**config.mk**
```make
export PLATFORM = sky130hd
export DESIGN_NAME = sdram_memtest
export DESIGN_NICKNAME = d
export VERILOG_FILES = /design/src/rtl/sdram_memtest_pkg.sv /design/src/rtl/sdram_memtest_dwell_timer.sv /design/src/rtl/sdram_memtest.sv
export SDC_FILE = /design/constraint.sdc
export NUM_CORES = 1
export LEC_CHECK = 0
export ABC_AREA = 1
export CORE_ASPECT_RATIO = 1.5
export CORE_MARGIN = 2
export CORE_UTILIZATION = 45
export DETAILED_ROUTE_END_ITERATION = 10
export PLACE_DENSITY = 0.85
export SYNTH_ARGS = -nofsm -noshare
export SYNTH_HDL_FRONTEND = slang
export SYNTH_SLANG_ARGS = --single-unit
```
**constraint.sdc**
```tcl
create_clock -name Clk -period 3.4 [get_ports Clk]
set_input_delay 0.34 -clock Clk [delete_from_list [all_inputs] [get_ports Clk]]
set_output_delay 0.34 -clock Clk [all_outputs]
set_load 0.01 [all_outputs]
```
**src/rtl/sdram_memtest_pkg.sv**
```systemverilog
// Shared types and the pattern generator for the SDRAM window tester.
package sdram_memtest_pkg;

  localparam int MAX_W = 64;

  typedef enum logic [2:0] {
    ST_IDLE,
    ST_WRITE,
    ST_WRITE_GAP,
    ST_DWELL,
    ST_READ,
    ST_CHECK,
    ST_DONE
  } state_e;

  typedef enum logic [1:0] {
    MODE_CONST,
    MODE_ADDR,
    MODE_WALK1,
    MODE_CHECKER
  } mode_e;

  // Caller truncates the result to its own data width.
  function automatic logic [MAX_W-1:0] expected_data(
    input mode_e             mode,
    input logic [31:0]       index,
    input logic [MAX_W-1:0]  addr,
    input logic [MAX_W-1:0]  pattern,
    input int unsigned       data_w
  );
    logic [MAX_W-1:0] v;
    case (mode)
      MODE_CONST: v = pattern;
      MODE_ADDR:  v = pattern ^ addr;
      MODE_WALK1: v = MAX_W'(1) << (index % data_w);
      default:    v = index[0] ? ~pattern : pattern;
    endcase
    return v;
  endfunction

endpackage

```
**src/rtl/sdram_memtest_dwell_timer.sv**
```systemverilog
// Retention dwell countdown: Start loads the count, Done is high for the
// single cycle in which the count sits at zero.
module memtest_dwell_timer #(
  parameter int CYCLES = 300
) (
  input  logic Clk,
  input  logic Reset_n,
  input  logic Start,
  output logic Done
);

  localparam int CNT_W = (CYCLES > 1) ? $clog2(CYCLES + 1) : 1;

  logic [CNT_W-1:0] r_cnt;
  logic             r_run;

  always_ff @(posedge Clk or negedge Reset_n) begin
    if (!Reset_n) begin
      r_cnt <= '0;
      r_run <= 1'b0;
    end else if (Start) begin
      r_cnt <= CNT_W'(CYCLES - 1);
      r_run <= 1'b1;
    end else if (r_run) begin
      if (r_cnt == '0) r_run <= 1'b0;
      else             r_cnt <= r_cnt - 1'b1;
    end
  end

  assign Done = r_run && (r_cnt == '0);

endmodule

```
**src/rtl/sdram_memtest.sv**
```systemverilog
// Write / dwell / read-back tester for one SDRAM address window, driving the
// controller's single-request user port and reporting pass/fail details.
module sdram_memtest
  import sdram_memtest_pkg::*;
#(
  parameter int                ADDR_W       = 25,
  parameter int                DATA_W       = 32,
  parameter logic [ADDR_W-1:0] BASE_ADDR    = 25'h0000100,
  parameter int                NUM_WORDS    = 1024,
  parameter int                DWELL_CYCLES = 300,
  parameter logic [DATA_W-1:0] PATTERN      = 32'hDEADBEEF,
  parameter int                ERR_W        = 16
) (
  input  logic              Clk,
  input  logic              Reset_n,
  input  logic              Start,
  input  logic [1:0]        Mode,
  input  logic              INIT_DONE,
  input  logic              RW_ACK,
  input  logic [DATA_W-1:0] DATA_READ,
  output logic [ADDR_W-1:0] DATA_ADDR,
  output logic [DATA_W-1:0] DATA_WRITE,
  output logic              RW_READ,
  output logic              RW_WRITE,
  output logic              BUSY,
  output logic              PASS,
  output logic              FAIL,
  output logic [ERR_W-1:0]  ERR_COUNT,
  output logic [ADDR_W-1:0] FIRST_ERR_ADDR,
  output logic [DATA_W-1:0] FIRST_ERR_DATA,
  output logic              INIT_SEEN
);

  localparam int IDX_W = (NUM_WORDS > 1) ? $clog2(NUM_WORDS) : 1;

  state_e            r_state, w_next;
  mode_e             r_mode;
  logic [IDX_W-1:0]  r_idx;
  logic [DATA_W-1:0] r_rdata;
  logic [ERR_W-1:0]  r_err;
  logic [ADDR_W-1:0] r_ferr_addr;
  logic [DATA_W-1:0] r_ferr_data;
  logic              r_pass, r_fail, r_init_seen;

  logic [ADDR_W-1:0] w_addr;
  logic [DATA_W-1:0] w_exp;
  logic              w_last, w_go, w_mis, w_dwell_start, w_dwell_done;

  assign w_addr = BASE_ADDR + ADDR_W'(r_idx);
  assign w_exp  = DATA_W'(expected_data(r_mode, 32'(r_idx), MAX_W'(w_addr),
                                        MAX_W'(PATTERN), DATA_W));
  assign w_last = (r_idx == IDX_W'(NUM_WORDS - 1));
  assign w_mis  = (r_rdata != w_exp);
  assign w_go   = r_init_seen && Start && (r_state == ST_IDLE || r_state == ST_DONE);
  assign w_dwell_start = (r_state == ST_WRITE) && RW_ACK && w_last;

  memtest_dwell_timer #(.CYCLES(DWELL_CYCLES)) u_dwell (
    .Clk     (Clk),
    .Reset_n (Reset_n),
    .Start   (w_dwell_start),
    .Done    (w_dwell_done)
  );

  always_ff @(posedge Clk or negedge Reset_n) begin
    if (!Reset_n) r_state <= ST_IDLE;
    else          r_state <= w_next;
  end

  // Request lines decode straight from the state register so an async reset
  // drops them without waiting for a clock.
  always_comb begin
    w_next     = r_state;
    RW_WRITE   = 1'b0;
    RW_READ    = 1'b0;
    DATA_ADDR  = '0;
    DATA_WRITE = '0;
    BUSY       = 1'b1;
    case (r_state)
      ST_IDLE, ST_DONE: begin
        BUSY = 1'b0;
        if (w_go) w_next = ST_WRITE;
      end
      ST_WRITE: begin
        RW_WRITE   = 1'b1;
        DATA_ADDR  = w_addr;
        DATA_WRITE = w_exp;
        if (RW_ACK) w_next = w_last ? ST_DWELL : ST_WRITE_GAP;
      end
      ST_WRITE_GAP: w_next = ST_WRITE;
      ST_DWELL:     if (w_dwell_done) w_next = ST_READ;
      ST_READ: begin
        RW_READ   = 1'b1;
        DATA_ADDR = w_addr;
        if (RW_ACK) w_next = ST_CHECK;
      end
      ST_CHECK:     w_next = w_last ? ST_DONE : ST_READ;
      default:      w_next = ST_IDLE;
    endcase
  end

  always_ff @(posedge Clk or negedge Reset_n) begin
    if (!Reset_n) begin
      r_mode      <= MODE_CONST;
      r_idx       <= '0;
      r_rdata     <= '0;
      r_err       <= '0;
      r_ferr_addr <= '0;
      r_ferr_data <= '0;
      r_pass      <= 1'b0;
      r_fail      <= 1'b0;
      r_init_seen <= 1'b0;
    end else begin
      if (INIT_DONE) r_init_seen <= 1'b1;
      case (r_state)
        ST_IDLE, ST_DONE: if (w_go) begin
          r_mode      <= mode_e'(Mode);
          r_idx       <= '0;
          r_err       <= '0;
          r_ferr_addr <= '0;
          r_ferr_data <= '0;
          r_pass      <= 1'b0;
          r_fail      <= 1'b0;
        end
        ST_WRITE: if (RW_ACK) r_idx <= w_last ? '0 : r_idx + 1'b1;
        ST_READ:  if (RW_ACK) r_rdata <= DATA_READ;
        ST_CHECK: begin
          if (w_mis) begin
            if (r_err != '1) r_err <= r_err + 1'b1;
            if (r_err == '0) begin
              r_ferr_addr <= w_addr;
              r_ferr_data <= r_rdata;
            end
          end
          // Verdict must include the mismatch being counted this cycle.
          if (w_last) begin
            r_pass <= !w_mis && (r_err == '0);
            r_fail <= w_mis || (r_err != '0);
          end else begin
            r_idx <= r_idx + 1'b1;
          end
        end
        default: ;
      endcase
    end
  end

  assign PASS           = r_pass;
  assign FAIL           = r_fail;
  assign ERR_COUNT      = r_err;
  assign FIRST_ERR_ADDR = r_ferr_addr;
  assign FIRST_ERR_DATA = r_ferr_data;
  assign INIT_SEEN      = r_init_seen;

endmodule

```
==> flow_metrics.py <==
metrics = {
    "status": {
        "status": "finished clean",
    },
    "worst_setup_path": {
        "start_kind": "register",
        "crit_cells": 7,
        "worstSetupEndpointType": "output pin",
        "setup.worst_path.class": "register to output pin",
        "reg2regPathDepth": 16,
        "path_max_fanout": 12,
        "cp_slowest_cell": "clkdlybuf4s50_1",
        "critical_path.max_stage_delay_ns": 0.60,
        "path_common_cell": "nand2_1",
        "path_cells": "inv_1, ha_1, nand2_1, nand2_1, nand2_1, nor3_1, clkdlybuf4s50_1",
        "crit_family": "buffers and inverters",
        "arrival_ns": 2.85,
        "path_buf_inv": 2,
        "worstPathRequired_ns": 3.06,
    },
    "route": {
        "final_antenna_net_count": 0,
        "drt_first_pass_iters": 6,
        "vias": 7921,
        "avgRoutedWirePerCell_microns": 17.38,
        "post_drt_via_cell_ratio": 5.512,
        "drt-total-wl_microns": 24980,
        "drc": 0,
        "drt_iter0_markers": 741,
    },
    "placement": {
        "gp_congestion": 1.058,
        "pre_cts_slack_ns": 0.4010,
        "hpwl_microns": 18380,
        "dp.cells": 1407,
        "port_buffers": 146,
    },
    "logic_synthesis": {
        "syn_inst": 1090,
        "syn_area_sq_mm": 0.007412,
        "synth_cell_type_count": 32,
        "synth_area_leaders": "dfrtp_1 (40%), nand2_1 (17%), nor2_1 (8.5%), nand4_1 (6.7%), inv_1 (4.9%)",
        "synth-warning-count": 0,
        "synth_area_per_cell_sq_um": 6.800,
        "ys_ff_latch": 119,
        "netlist.area_leader.share": 0.4018,
        "yosys.area.top_type": "dfrtp_1",
        "seq_area_frac_synth": 0.4018,
    },
    "clock_tree": {
        "htree_levels": 4,
        "postCtsHoldBufs": 0,
        "cts_sinks": 119,
        "root_buffer": "clkbuf_16",
        "post_cts_resized": 0,
        "tritoncts": "done",
        "numCtsBuffers": 17,
        "clkLatencyLatePin_ns": 0.43,
        "clock_path_buffers": 2,
        "post-cts-setup-buffers": 0,
        "path_clk_slew_ns": 0.06,
    },
    "floorplanning": {
        "die_w_microns": 108.8,
        "rows": 57,
        "dieArea_sq_mm": 0.01754,
        "die_height_microns": 161.2,
        "initial_core_util": 0.4578,
        "io_pins": 175,
        "placeableCoreArea_sq_mm": 0.01619,
    },
    "sta": {
        "slew_headroom": 0.2631,
        "final-hold-violation-count": 0,
        "fmax_mhz": 313.2,
        "fin_crit_ns": 3.192,
        "tns_ns": 0,
        "finalSetupViolations": 0,
        "tightest_slew_ns": 1.105,
        "rsz0062_at_grt": "no",
        "fin_crit_sh": 0.9390,
        "worst_slack_ns": 0.2075,
        "drv_slew": 0,
        "clock_skew_ns": 0.01327,
    },
    "finish": {
        "multiInputGateArea_sq_mm": 0.003716,
        "nets": 1269,
        "num_antenna_cells": 0,
        "final-seq-area_sq_mm": 0.002978,
        "fin_cells": 1437,
        "layout-drive-gt1-share": 0.05037,
        "synthToLayoutAreaGrowth_pct": 28.49,
        "n_fill_cell": 1498,
    },
    "flow_run": {
        "drv_cap": 0,
    },
    "power_and_ir_drop": {
        "power_density_mw_per_mm2": 848.3,
        "ir_worst_vdd_v": 0.0004501,
        "p_leak_nw": 4.575,
    },
    "global_route": {
        "overflow": 0,
        "track_usage": 0.2935,
        "grt_pass1_wl_microns": 39500,
        "grt_max_degree": 86,
        "antenna_found_initial": 0,
        "grt_pass1_vias": 7629,
    },
    "worst_hold_path": {
        "min_path_type": "primary input to asynchronous set/reset pin",
    },
}
[final cells by class]
type / instances / area share
Tap cell: 206 / 0.02706
Timing Repair Buffer: 160 / 0.1668
Clock buffer: 22 / 0.04979
Multi-Input combinational cell: 819 / 0.3902
Sequential cell: 119 / 0.3127
Clock inverter: 8 / 0.01287
Inverter: 103 / 0.04059
[metrics by stage]
step	hold slack [ns]	utilization	total power [mW]	area, sq um
detailed placement	0.4602	0.5514	6.142	8927
CTS	0.1618	0.5883	8.027	9524
finish	0.1017	0.5883	8.080	9524
global placement	0.4587	0.5514	6.114	8927
floorplan	0.04441	-	4.481	7513
global route	0.2261	0.5883	8.537	9524
[state kept, by name, summed over array words and instances (netlist names)]
name            flops
r_rdata            32
ERR_COUNT          16
FIRST_ERR_ADDR     11
r_idx              10
INIT_SEEN           1
r_state             3
PASS                1
FIRST_ERR_DATA     32
u_dwell.r_run       1
r_mode              2
u_dwell.r_cnt       9
FAIL                1
[cell usage after synthesis]
cell      count
a21oi_1      19
nand3_2       4
nor3b_1       4
and2_1        1
o21ai_1       1
o21ai_0      57
o211ai_1      1
buf_2         4
clkbuf_1     34
nand3_4       2
inv_2         6
xor2_1        4
conb_1        1
nand2_1     337
or2_2         2
nand3_1      66
nor2_1      168
clkinv_1      1
nor4_1        2
nand2_2       2
nor2_2        2
inv_1        96
o22ai_1       5
ha_1         10
dfrtp_1     119
mux2i_1       1
buf_4        36
nor3_1       20
buf_6         2
a31oi_1       2
o21bai_1      2
nand4_1      79
[final timing paths]
kind                                           startpoint                        endpoint  slack (ns)
setup / recovery                     r_idx[2]$_DFFE_PN0P_                   DATA_WRITE[3]        0.21
setup reg to reg                     r_idx[2]$_DFFE_PN0P_   FIRST_ERR_ADDR[6]$_DFFE_PN0P_        0.31
min in group Clk           FIRST_ERR_DATA[15]$_DFFE_PN0P_  FIRST_ERR_DATA[15]$_DFFE_PN0P_        0.47
max in group asynchronous                         Reset_n       ERR_COUNT[13]$_DFFE_PN0P_        2.42
hold / removal                                    Reset_n  FIRST_ERR_DATA[26]$_DFFE_PN0P_        0.10
hold reg to reg            FIRST_ERR_DATA[15]$_DFFE_PN0P_  FIRST_ERR_DATA[15]$_DFFE_PN0P_        0.47
[power breakdown]
part | switching, mW | leakage (nW) | total, mW | internal (mW)
sequential | 0.308 | 1.56 | 2.10 | 1.79
clock | 0.672 | 0.296 | 1.87 | 1.20
combinational | 2.68 | 2.72 | 4.11 | 1.43
[per-layer routing]
metal | vias up | GRT usage | part of all wire
li1 | 3733 | - | -
met1 | 3672 | 0.3463 | 0.37
met2 | 423 | 0.4889 | 0.49
met3 | 93 | 0.05085 | 0.070
met4 | 0 | 0.1824 | 0.065
met5 | - | 0 | 0
[kinds of logic (layout without fill, tap and decap cells)]
kind of cell | after synthesis | after routing | share of synthesized area
adder cells (fa/ha/maj) | 10 | 10 | 0.01688
AO/OA/AOI/OAI | 87 | 87 | 0.06094
buffers and inverters | 179 | 293 | 0.1116
multiplexers | 1 | 1 | 0.001350
AND/OR/NAND/NOR | 689 | 689 | 0.4023
other | 1 | 28 | 0.0005059
XOR/XNOR | 4 | 4 | 0.004726
flip-flops | 119 | 119 | 0.4018
[cells in the final DEF (no fill, tap or decap), drive strengths merged, types with 15 or more instances in the layout]
cell / synthesis / layout
a21oi: 19 / 19
dfrtp: 119 / 119
nand3: 72 / 72
clkbuf: 34 / 22
conb: 1 / 28
nand4: 79 / 79
clkdlybuf4s50: 0 / 145
nor2: 170 / 170
nand2: 339 / 339
nor3: 20 / 20
o21ai: 58 / 58
buf: 42 / 15
inv: 102 / 102
Power figures use the tool's default switching activity.
